File: config.mk
export PLATFORM = sky130hd
export DESIGN_NAME = pipelined_shifter
export DESIGN_NICKNAME = d
export VERILOG_FILES = /design/src/rtl/pipelined_shifter.sv
export SDC_FILE = /design/constraint.sdc
export NUM_CORES = 1
export LEC_CHECK = 0
export BUFFER_PORTS_ARGS = -buffer_cell sky130_fd_sc_hd__clkbuf_2
export CORE_AREA = 2 2 94 114
export CTS_BUF_LIST = sky130_fd_sc_hd__clkbuf_8 sky130_fd_sc_hd__clkbuf_16
export DETAILED_ROUTE_END_ITERATION = 10
export DIE_AREA = 0 0 96 116
export PLACE_DENSITY = 0.61
export SLEW_MARGIN = 20
export SYNTH_ARGS = -nofsm -noshare
export SYNTH_HDL_FRONTEND = slang
export SYNTH_SLANG_ARGS = --single-unit
File: constraint.sdc
create_clock -name clk -period 1.6 [get_ports clk]
set_input_delay 0.08 -clock clk [delete_from_list [all_inputs] [get_ports clk]]
set_output_delay 0.08 -clock clk [all_outputs]
set_load 0.005 [all_outputs]
File: src/rtl/pipelined_shifter.sv
// Pipelined barrel shifter (SLL/SRA/SRL/ROR). Latency is PIPE_STAGES cycles.
// A single global stall freezes every rank while the result waits for out_ready.
module pipelined_shifter #(
  parameter int WIDTH       = 16,
  parameter int PIPE_STAGES = 2,
  localparam int SHW        = $clog2(WIDTH)
) (
  input  logic             clk,
  input  logic             rst,
  input  logic             in_valid,
  output logic             in_ready,
  input  logic [WIDTH-1:0] in_data,
  input  logic [SHW-1:0]   in_amt,
  input  logic [1:0]       in_mode,
  output logic             out_valid,
  input  logic             out_ready,
  output logic [WIDTH-1:0] out_data,
  output logic             out_zero
);

  localparam logic [1:0] MODE_SLL = 2'b00;
  localparam logic [1:0] MODE_SRA = 2'b01;
  localparam logic [1:0] MODE_SRL = 2'b10;

  function automatic logic [WIDTH-1:0] shift_level(input logic [WIDTH-1:0] d,
                                                   input logic [1:0] mode,
                                                   input logic sgn,
                                                   input int sh);
    logic [2*WIDTH-1:0] ext;
    case (mode)
      MODE_SLL: ext = {{WIDTH{1'b0}}, d} << sh;
      MODE_SRA: ext = {{WIDTH{sgn}}, d} >> sh;
      MODE_SRL: ext = {{WIDTH{1'b0}}, d} >> sh;
      default:  ext = {d, d} >> sh;
    endcase
    return ext[WIDTH-1:0];
  endfunction

  logic stall;

  for (genvar s = 0; s < PIPE_STAGES; s++) begin : g_rank
    // Levels LO..HI are evaluated combinationally ahead of this rank's registers.
    localparam int LO = s * SHW / PIPE_STAGES;
    localparam int HI = ((s + 1) * SHW / PIPE_STAGES) - 1;

    logic [WIDTH-1:0] src_dat;
    logic [SHW-1:LO]  src_amt;
    logic [1:0]       src_mode;
    logic             src_sgn;
    logic             src_vld;
    logic [WIDTH-1:0] dat_d;
    logic [WIDTH-1:0] dat_q;
    logic             vld_q;

    if (s == 0) begin : g_src
      assign src_dat  = in_data;
      assign src_amt  = in_amt;
      assign src_mode = in_mode;
      assign src_sgn  = in_data[WIDTH-1];
      assign src_vld  = in_valid;
    end else begin : g_src
      assign src_dat  = g_rank[s-1].dat_q;
      assign src_amt  = g_rank[s-1].g_ctl.amt_q;
      assign src_mode = g_rank[s-1].g_ctl.mode_q;
      assign src_sgn  = g_rank[s-1].g_ctl.sgn_q;
      assign src_vld  = g_rank[s-1].vld_q;
    end

    always_comb begin
      dat_d = src_dat;
      for (int k = LO; k <= HI; k++) begin
        if (src_amt[k]) dat_d = shift_level(dat_d, src_mode, src_sgn, 1 << k);
      end
    end

    always_ff @(posedge clk) begin
      if (rst) begin
        vld_q <= 1'b0;
      end else if (!stall) begin
        vld_q <= src_vld;
      end
    end

    always_ff @(posedge clk) begin
      if (!stall) dat_q <= dat_d;
    end

    // Only ranks that still have levels downstream carry the control fields.
    if (s < PIPE_STAGES - 1) begin : g_ctl
      logic [SHW-1:HI+1] amt_q;
      logic [1:0]        mode_q;
      logic              sgn_q;

      always_ff @(posedge clk) begin
        if (!stall) begin
          amt_q  <= src_amt[SHW-1:HI+1];
          mode_q <= src_mode;
          sgn_q  <= src_sgn;
        end
      end
    end
  end

  assign out_valid = g_rank[PIPE_STAGES-1].vld_q;
  assign out_data  = out_valid ? g_rank[PIPE_STAGES-1].dat_q : '0;
  assign out_zero  = out_valid && (out_data == '0);
  assign stall     = out_valid & ~out_ready;
  assign in_ready  = ~stall;

endmodule

## Yosys cells after proc, flatten, opt, wreduce, memory -nomap -nowiden

Index checks and enable logic that the tools add are counted.

| cells by class | value |
|---|---|
| muxes and demuxes | 9 |
| reduce and logical (&&, ||, !) cells | 4 |
| equal/unequal tests | 4 |
| bitwise gates (word level) | 3 |

Operator list:

| kind | count |
|---|---|
| 16-bit one-hot mux with 3 select lines | 4 |
| 16-bit two-way mux | 5 |
| 16-bit zero test | 1 |
| 2-bit by 1-bit equality test with 1-bit output (second input constant) | 2 |
| 2-bit equality test (second input constant) | 2 |
| 2-bit zero test | 2 |
| 1-bit inverter | 2 |
| 1-bit AND | 1 |
| 1-bit logical AND | 1 |

| storage, ports and cells | value |
|---|---|
| bits of input ports | 26 |
| logic and storage cells | 27 |
| output and inout bits | 19 |
| register bits | 39 |

## Logic depth before layout (Yosys ltp)

Gate-level depths: netlist (run 1).

| depth | value |
|---|---|
| word-level depth | 5 |
| depth in mapped cells | 6 |
| gate-level depth less buffers | 3 |

## Least setup slack after synthesis (run 1)

No wires, ideal clock.

| timing | value |
|---|---|
| path kind | reg-to-reg |
| from | register g_rank[1].vld_q, in the netlist out_valid |
| to | register g_rank[0].vld_q |
| setup slack | -0.165 ns |
| cell stages (with the launch flop) | 4 |
| clock period less this slack | 1.765 ns |
| buffers on the path | 0 |
| required time | 1.480 ns |
| setup time | 0.120 ns |
| arrival | 1.645 ns |
| cells stage by stage | dfxtp_1 > nand2b_1 > mux2i_1 > nor2_1 |

| between the ends | value |
|---|---|
| word-level cells in the longest chain between the ends | 1 |

Ends and longest elaborated chain:

| item | RTL line | source |
|---|---|---|
| start, declared | 53 | `logic vld_q;` |
| start signal, assigned | 80 | `vld_q <= src_vld;` |
| 1-bit AND | 107 | `assign stall = out_valid & ~out_ready;` |
| end signal, assigned | 80 |  |
| end, declared | 53 |  |

Every way passes these cells.
A chain may end at the register's enable or synchronous reset.

## Final worst setup path (run 1)

| timing | value |
|---|---|
| from | register g_rank[0].g_ctl.mode_q[0] |
| to | register g_rank[1].dat_q[13] (data pin) |

| between the ends | value |
|---|---|
| word-level cells in the longest chain between the ends | 5 |
| elaborated cells between the ends (all ways) | 7 |
| classes of those cells | eq/ne (2); mux (4); reduce/logical (1) |

Ends and longest elaborated chain:

| item | RTL line | source |
|---|---|---|
| start, declared | 91 | `logic [1:0] mode_q;` |
| start signal, assigned | 97 | `mode_q <= src_mode;` |
| 2-bit equality test, or another cell as far along | 30 | `case (mode)` |
| 16-bit one-hot mux with 3 select lines | 30 |  |
| 16-bit two-way mux | 72 | `if (src_amt[k]) dat_d = shift_level(dat_d, src_mode, src_sgn, 1 << k);` |
| 16-bit one-hot mux with 3 select lines | 30 |  |
| 16-bit two-way mux * | 72 |  |
| net g_rank[1].dat_d[13] | 51 | `logic [WIDTH-1:0] dat_d;` |
| end signal, assigned | 85 | `if (!stall) dat_q <= dat_d;` |
| end, declared | 52 | `logic [WIDTH-1:0] dat_q;` |

The timed path passes the listed nets; every way through them passes the cells marked *.

==> impl_metrics.json, run 1 <==
{
  "utilization_pct": 37.9,
  "dp_hpwl_um": 5520,
  "antenna_found_initial": 0,
  "grt_start_max_net_pins": 40,
  "worst_pin_slew_ns": 0.368,
  "final_area_um2": 3770,
  "syn_area_per_cell_um2": 9.84,
  "fin_skew_ns": 0.00587,
  "crit_path_start_kind": "register",
  "status": "complete, no violations",
  "grt_pass1_vias": 2533,
  "ys_ff_latch": 39,
  "synth_nets": 342,
  "postSynthCellCount": 316,
  "cts_tree": "done",
  "routed_wl_um": 7860,
  "cp_max_fo": 18,
  "dp_slack_ns": 0.0817,
  "p_leak_nw": 1.52,
  "hp-class": "input pin to register",
  "hp-start": "in_valid",
  "dpl-instance-area_um2": 3550,
  "track_usage_pct": 14.4,
  "use_met1_pct": 18.9,
  "whs_ns": 0.0476,
  "crit_start": "g_rank[0].g_ctl.mode_q[0]",
  "area.growth.synth_to_final_pct": 21.2,
  "relSlewSlack_pct": 75.4,
  "gp_congestion": 0.872,
  "synth.area.top_cells": "edfxtp_1, mux4_2, mux2i_1",
  "io_pins": 45,
  "yosys.area_share.simple_pct": 16.3,
  "fin_ws_ns": 0.0472,
  "grt_pass1_wl_um": 12600,
  "synth.area.mux_share_pct": 14.0,
  "ir_drop_mv": 0.406,
  "timing.rr.start": "g_rank[0].g_ctl.mode_q[0]",
  "row_count": 40,
  "async_flop_share_pct": 0,
  "clk_pin_slew_ns": 0.06,
  "max_cap_violations": 0,
  "drtIter0Drc": 111,
  "drive_gt1_share_pct": 26.9,
  "ys.flop_type": "edfxtp_1",
  "worstSetupPathType": "register to register",
  "synth_common_cells": "edfxtp_1, o21ai_0, nor2_1",
  "gr-total-overflow": 0,
  "insertion_delay_ns": 0.28,
  "cts_buffers": 5,
  "p_per_area_nw_per_um2": 886,
  "via_count": 2756,
  "synth_compound_gate_area_share_pct": 25.4,
  "numPortBuffers": 44,
  "fin_tns_setup_ns": 0,
  "cts_buffer_depth": 2,
  "nets": 382,
  "design.die.area_um2": 11100,
  "diodes": 0,
  "antenna_left": 0,
  "hold_viol_final": 0,
  "synth_fa_ha_area_share_pct": 0,
  "rsz0062_at_grt": "false",
  "seq_area_frac_synth_pct": 37.0,
  "finalCriticalPeriod_ns": 1.55,
  "p_comb_share_pct": 23.3,
  "use_met2_pct": 23.9,
  "cp-end-kind": "register",
  "synth_area_um2": 3110,
  "synth_most_common_cell": "edfxtp_1",
  "fmax_mhz": 644,
  "die_h_um": 116,
  "cts_root_buffer": "clkbuf_16",
  "cts.sinks": 39,
  "dr.pass1.iters": 4,
  "timing.final.crit_share_pct": 97.0,
  "initial_core_util_pct": 31.2,
  "switching_power_w": 0.000901,
  "switching_share_pct": 27.0,
  "yosys.area.top_type": "edfxtp_1",
  "synth_top_family_by_area": "compound AO/OA/AOI/OAI gates",
  "core_area_um2": 9960,
  "p_seq_share_pct": 42.0,
  "power.share.clock_pct": 34.7,
  "critPathArrivalTime_ns": 1.58,
  "synth_xor_area_share_pct": 0,
  "setup_violations": 0,
  "die_w_um": 96,
  "wl_per_cell_um": 16.3,
  "met3_usage_pct": 2.28,
  "synth_top_area_share_pct": 35.7,
  "yosysWarnings": 0,
  "synth_edf_count": 37,
  "vias_per_cell": 5.71,
  "grt.busiest_layer": "met2",
  "intPower_w": 0.00244,
  "htreeDepth": 2,
  "drc": 0,
  "slew_viol_final": 0,
  "netlist-cell-type-count": 47,
  "required_ns": 1.63
}
-- cell type report --
cell class              count  area (µm²)
clock inverters             2        35.0
well taps                 126         158
fillers                   975        6190
repair buffers             65         485
multi-input cells         231        1750
inverters                  14        52.6
clock buffers               6         139
flip-flops and latches     39        1150
-- metal layers --
layer / wire [µm] / share of wire (%)
met1: 3460 / 44
met2: 3910 / 50
met3: 401 / 5.1
met4: 89 / 1.1
met5: 0 / 0
-- what timing repair did --
action / CTS / global route
endpoints found under the hold margin: 4 / 0
endpoints found under the setup margin: 1 / 1
resized for setup: 1 / 1
setup buffers: 0 / 0
hold buffers: 3 / 0
-- registers in the layout (all words and copies together) (netlist names) --
signal               flops
g_rank.g_ctl.amt_q       2
out_valid                1
g_rank.dat_q            32
g_rank.g_ctl.mode_q      2
g_rank.g_ctl.sgn_q       1
g_rank.vld_q             1
-- layout by cell type (no fill, tap or decap), types with 5 or more instances in the layout --
cell type and instances:
buf_12 8, clkbuf_2 44, nand2_1 13, clkbuf_16 5, o22ai_1 8, buf_4 10
inv_1 14, o32a_1 5, mux2i_1 20, o32ai_1 7, o21ai_0 24, nor2_1 23
nand4_1 5, a21oi_1 7, or3b_2 6, edfxtp_1 37, a311oi_1 9, a21o_1 8
nor2b_1 10, o211ai_1 9, mux4_2 9, and2_1 16, a31oi_1 6
-- cells by family (layout without fill, tap and decap cells) --
family / after synthesis / after routing
flip-flops: 39 / 39
buffers and inverters: 46 / 87
multiplexers: 32 / 32
AND/OR/NAND/NOR: 91 / 91
AO/OA/AOI/OAI: 108 / 108
-- critical path, cell delays in order, from the launching register on --
cell      delay, ns
edfxtp_1       0.42
buf_12         0.18
nand2_1        0.29
o22ai_1        0.17
o22a_1         0.23
-- final timing paths --
kind	to	slack (ns)	cells after the start
worst min-delay path	g_rank[0].vld_q	0.05	3
worst max-delay path	g_rank[1].dat_q[13]	0.05	4
worst max register to register	g_rank[1].dat_q[13]	0.05	4
worst min register to register	out_valid	0.46	2
-- power by group through the flow --
stage	Combinational, W	Clock [W]	Sequential [W]
floorplan	0.000535	0	0.00137
global placement	0.000747	0	0.00141
detailed placement	0.000761	0	0.00142
CTS	0.000773	0.00118	0.00140
global route	0.000852	0.00122	0.00142
finish	0.000777	0.00116	0.00140
-- per-stage QoR --
step           std cells  power, W
2_1_floorplan        316   0.00191
3_3_place_gp         472   0.00216
3_5_place_dp         472   0.00218
4_1_cts              483   0.00336
5_1_grt              483   0.00350
6_report             483   0.00334
No activity file was read; power rests on OpenSTA's default activity.
==> inputs of run 2 (changes only) <==
--- a/config.mk
+++ b/config.mk
@@ -6,11 +6,12 @@
 export NUM_CORES = 1
 export LEC_CHECK = 0
 export BUFFER_PORTS_ARGS = -buffer_cell sky130_fd_sc_hd__clkbuf_2
-export CORE_AREA = 2 2 94 114
+export CORE_AREA = 2 2 74 90
 export CTS_BUF_LIST = sky130_fd_sc_hd__clkbuf_8 sky130_fd_sc_hd__clkbuf_16
 export DETAILED_ROUTE_END_ITERATION = 10
-export DIE_AREA = 0 0 96 116
-export PLACE_DENSITY = 0.61
+export DIE_AREA = 0 0 76 92
+export HOLD_SLACK_MARGIN = 0.02
+export PLACE_DENSITY = 0.86
 export SLEW_MARGIN = 20
 export SYNTH_ARGS = -nofsm -noshare
 export SYNTH_HDL_FRONTEND = slang
==> run 2 against run 1 <==
  * The flow now finishes with violations (setup timing)
  * Via count is 0.76% higher
  * Final area fell by 2.7%
  * Clock skew fell by 0.0017 ns
  * Non-clock buffer count grew 1
  * Routed wire length is 5.4% lower
  * Critical path depth did not move
  * Clock power fell by 28%
  * Core utilization is 21 points higher
  * Die area is 37% lower
  * Critical path type is now register to output port
  * Critical endpoint is now out_zero
  * Highest routed layer unchanged
==> impl_metrics.json, run 2 (same netlist as run 1, synthesis figures left out) <==
{
  "cp_max_fo": 2,
  "crit_buf_inv": 1,
  "final_common_cell": "clkbuf_2",
  "via_count": 2777,
  "design.die.area_um2": 6990,
  "p_comb_share_pct": 25.8,
  "antenna_found_initial": 0,
  "cts_buffers": 5,
  "drive_gt1_share_pct": 27.1,
  "routed_wl_um": 7430,
  "slew_viol_final": 0,
  "relSlewSlack_pct": 79.0,
  "crit_path_start_kind": "register",
  "drc": 0,
  "required_ns": 1.52,
  "worstSetupPathType": "register to output port",
  "numPortBuffers": 44,
  "area.growth.synth_to_final_pct": 18.0,
  "p_leak_nw": 1.50,
  "critical_path.cell_chain": "nor4b_2, nand4_1, nor4_2, buf_2",
  "dr.pass1.iters": 4,
  "power.share.clock_pct": 27.8,
  "core_area_um2": 6210,
  "fin_skew_ns": 0.00418,
  "nFillCells": 526,
  "worst_pin_slew_ns": 0.314,
  "largest_register_ff_count": 32,
  "grt_pass1_vias": 2474,
  "status": "finished with violations",
  "die_h_um": 92,
  "insertion_delay_ns": 0.29,
  "place_inst": 432,
  "violations": "setup timing",
  "dp_hpwl_um": 5280,
  "cts_tree": "done",
  "critPathTopFamily": "simple AND/OR/NAND/NOR gates",
  "whs_ns": 0.0334,
  "p_per_area_nw_per_um2": 822,
  "fmax_mhz": 605,
  "io_pins": 45,
  "cts.sinks": 39,
  "dpl-instance-area_um2": 3510,
  "grt_start_max_net_pins": 38,
  "row_count": 32,
  "cts_setup_buffers": 0,
  "antenna_left": 0,
  "max_cap_violations": 0,
  "gp_congestion": 0.916,
  "crit_start": "g_rank[1].dat_q[14]",
  "cts_root_buffer": "clkbuf_8",
  "timing.rr.start": "g_rank[0].g_ctl.amt_q[2]",
  "mostFrequentLayoutCells": "clkbuf_2, edfxtp_1, o21ai_0",
  "gr-total-overflow": 0,
  "finalCriticalPeriod_ns": 1.65,
  "initial_core_util_pct": 50.1,
  "intPower_w": 0.00217,
  "wl_per_cell_um": 16.8,
  "hp-start": "in_valid",
  "cts_buffer_depth": 2,
  "hold_viol_final": 0,
  "drtIter0Drc": 290,
  "switching_share_pct": 28.1,
  "nets": 383,
  "cp-end-kind": "output port",
  "htreeDepth": 2,
  "ir_drop_mv": 0.389,
  "setup_violations": 1,
  "rsz0062_at_grt": "true",
  "fin_ws_ns": -0.0517,
  "regMostFlops": "g_rank.dat_q",
  "largestRegisters": "g_rank.dat_q (32), g_rank.g_ctl.amt_q (2), g_rank.g_ctl.mode_q (2)",
  "critPathArrivalTime_ns": 1.57,
  "p_seq_share_pct": 46.4,
  "grt_pass1_wl_um": 12300,
  "crit_slowest_cell": "edfxtp_1",
  "final_area_um2": 3670,
  "die_w_um": 76,
  "diodes": 0,
  "track_usage_pct": 21.7,
  "timing.final.crit_share_pct": 103,
  "cp_slowest_stage_delay_ns": 0.41,
  "utilization_pct": 59.1,
  "vias_per_cell": 6.27,
  "clk_pin_slew_ns": 0.07,
  "hp-class": "input pin to register",
  "fin_cells": 443,
  "switching_power_w": 0.000848
}
run 2: cell types whose count changed in the layout (fill, tap and decap cells not counted):
cell	before	now
buf_2	0	1
buf_4	10	11
clkbuf_16	5	0
clkbuf_2	44	43
clkbuf_8	1	6
run 2: layout make-up:
type	count	area [µm²]	area share, %
clock buffer	6	82.6	2.25
tap	85	106	2.90
inverter	14	52.6	1.43
multi-input combinational	231	1750	47.7
sequential	39	1150	31.4
timing repair buffer	66	493	13.4
clock inverter	2	35.0	0.955
run 2: what timing repair did:
item,4_1_cts,5_1_grt
endpoints found under the hold margin,4,0
setup endpoints to repair,1,1
pin swaps,2,2
resized for setup,2,1
hold buffers,3,0
run 2: path summary, 6_finish.rpt:
path	depth (start not counted)	slack, ns	endpoint
max	4	-0.05	out_zero
min	3	0.03	g_rank[0].vld_q
max reg2reg	5	0.08	g_rank[1].dat_q[14]
min reg2reg	2	0.45	out_valid
run 2: per-stage QoR:
step	worst slack (ns)	setup TNS [ns]	power, W
floorplan	0.0534	0	0.00191
global placement	0.0984	0	0.00214
detailed placement	0.0808	0	0.00217
CTS	-0.0130	-0.0130	0.00302
global route	-0.167	-0.167	0.00317
finish	-0.0517	-0.0517	0.00302
run 2: power groups by stage:
stage	Combinational (W)	Sequential, W	Clock, W
6_report	0.000778	0.00140	0.000840
5_1_grt	0.000846	0.00142	0.000907
4_1_cts	0.000770	0.00140	0.000852
3_5_place_dp	0.000758	0.00141	0
3_3_place_gp	0.000735	0.00141	0
2_1_floorplan	0.000535	0.00137	0
run 2: tightest hold or removal path, cell delays in order:
cell,delay [ns]
clkbuf_2,0.07
mux2i_1,0.05
nor2_1,0.08
run 2: layer usage:
metal	part of all wire [%]	GRT usage (%)	routed length [µm]
met5	0	0	0
met4	1.6	6.82	120
met3	6.3	3.84	468
met2	52	38.7	3840
met1	40	26.7	3010
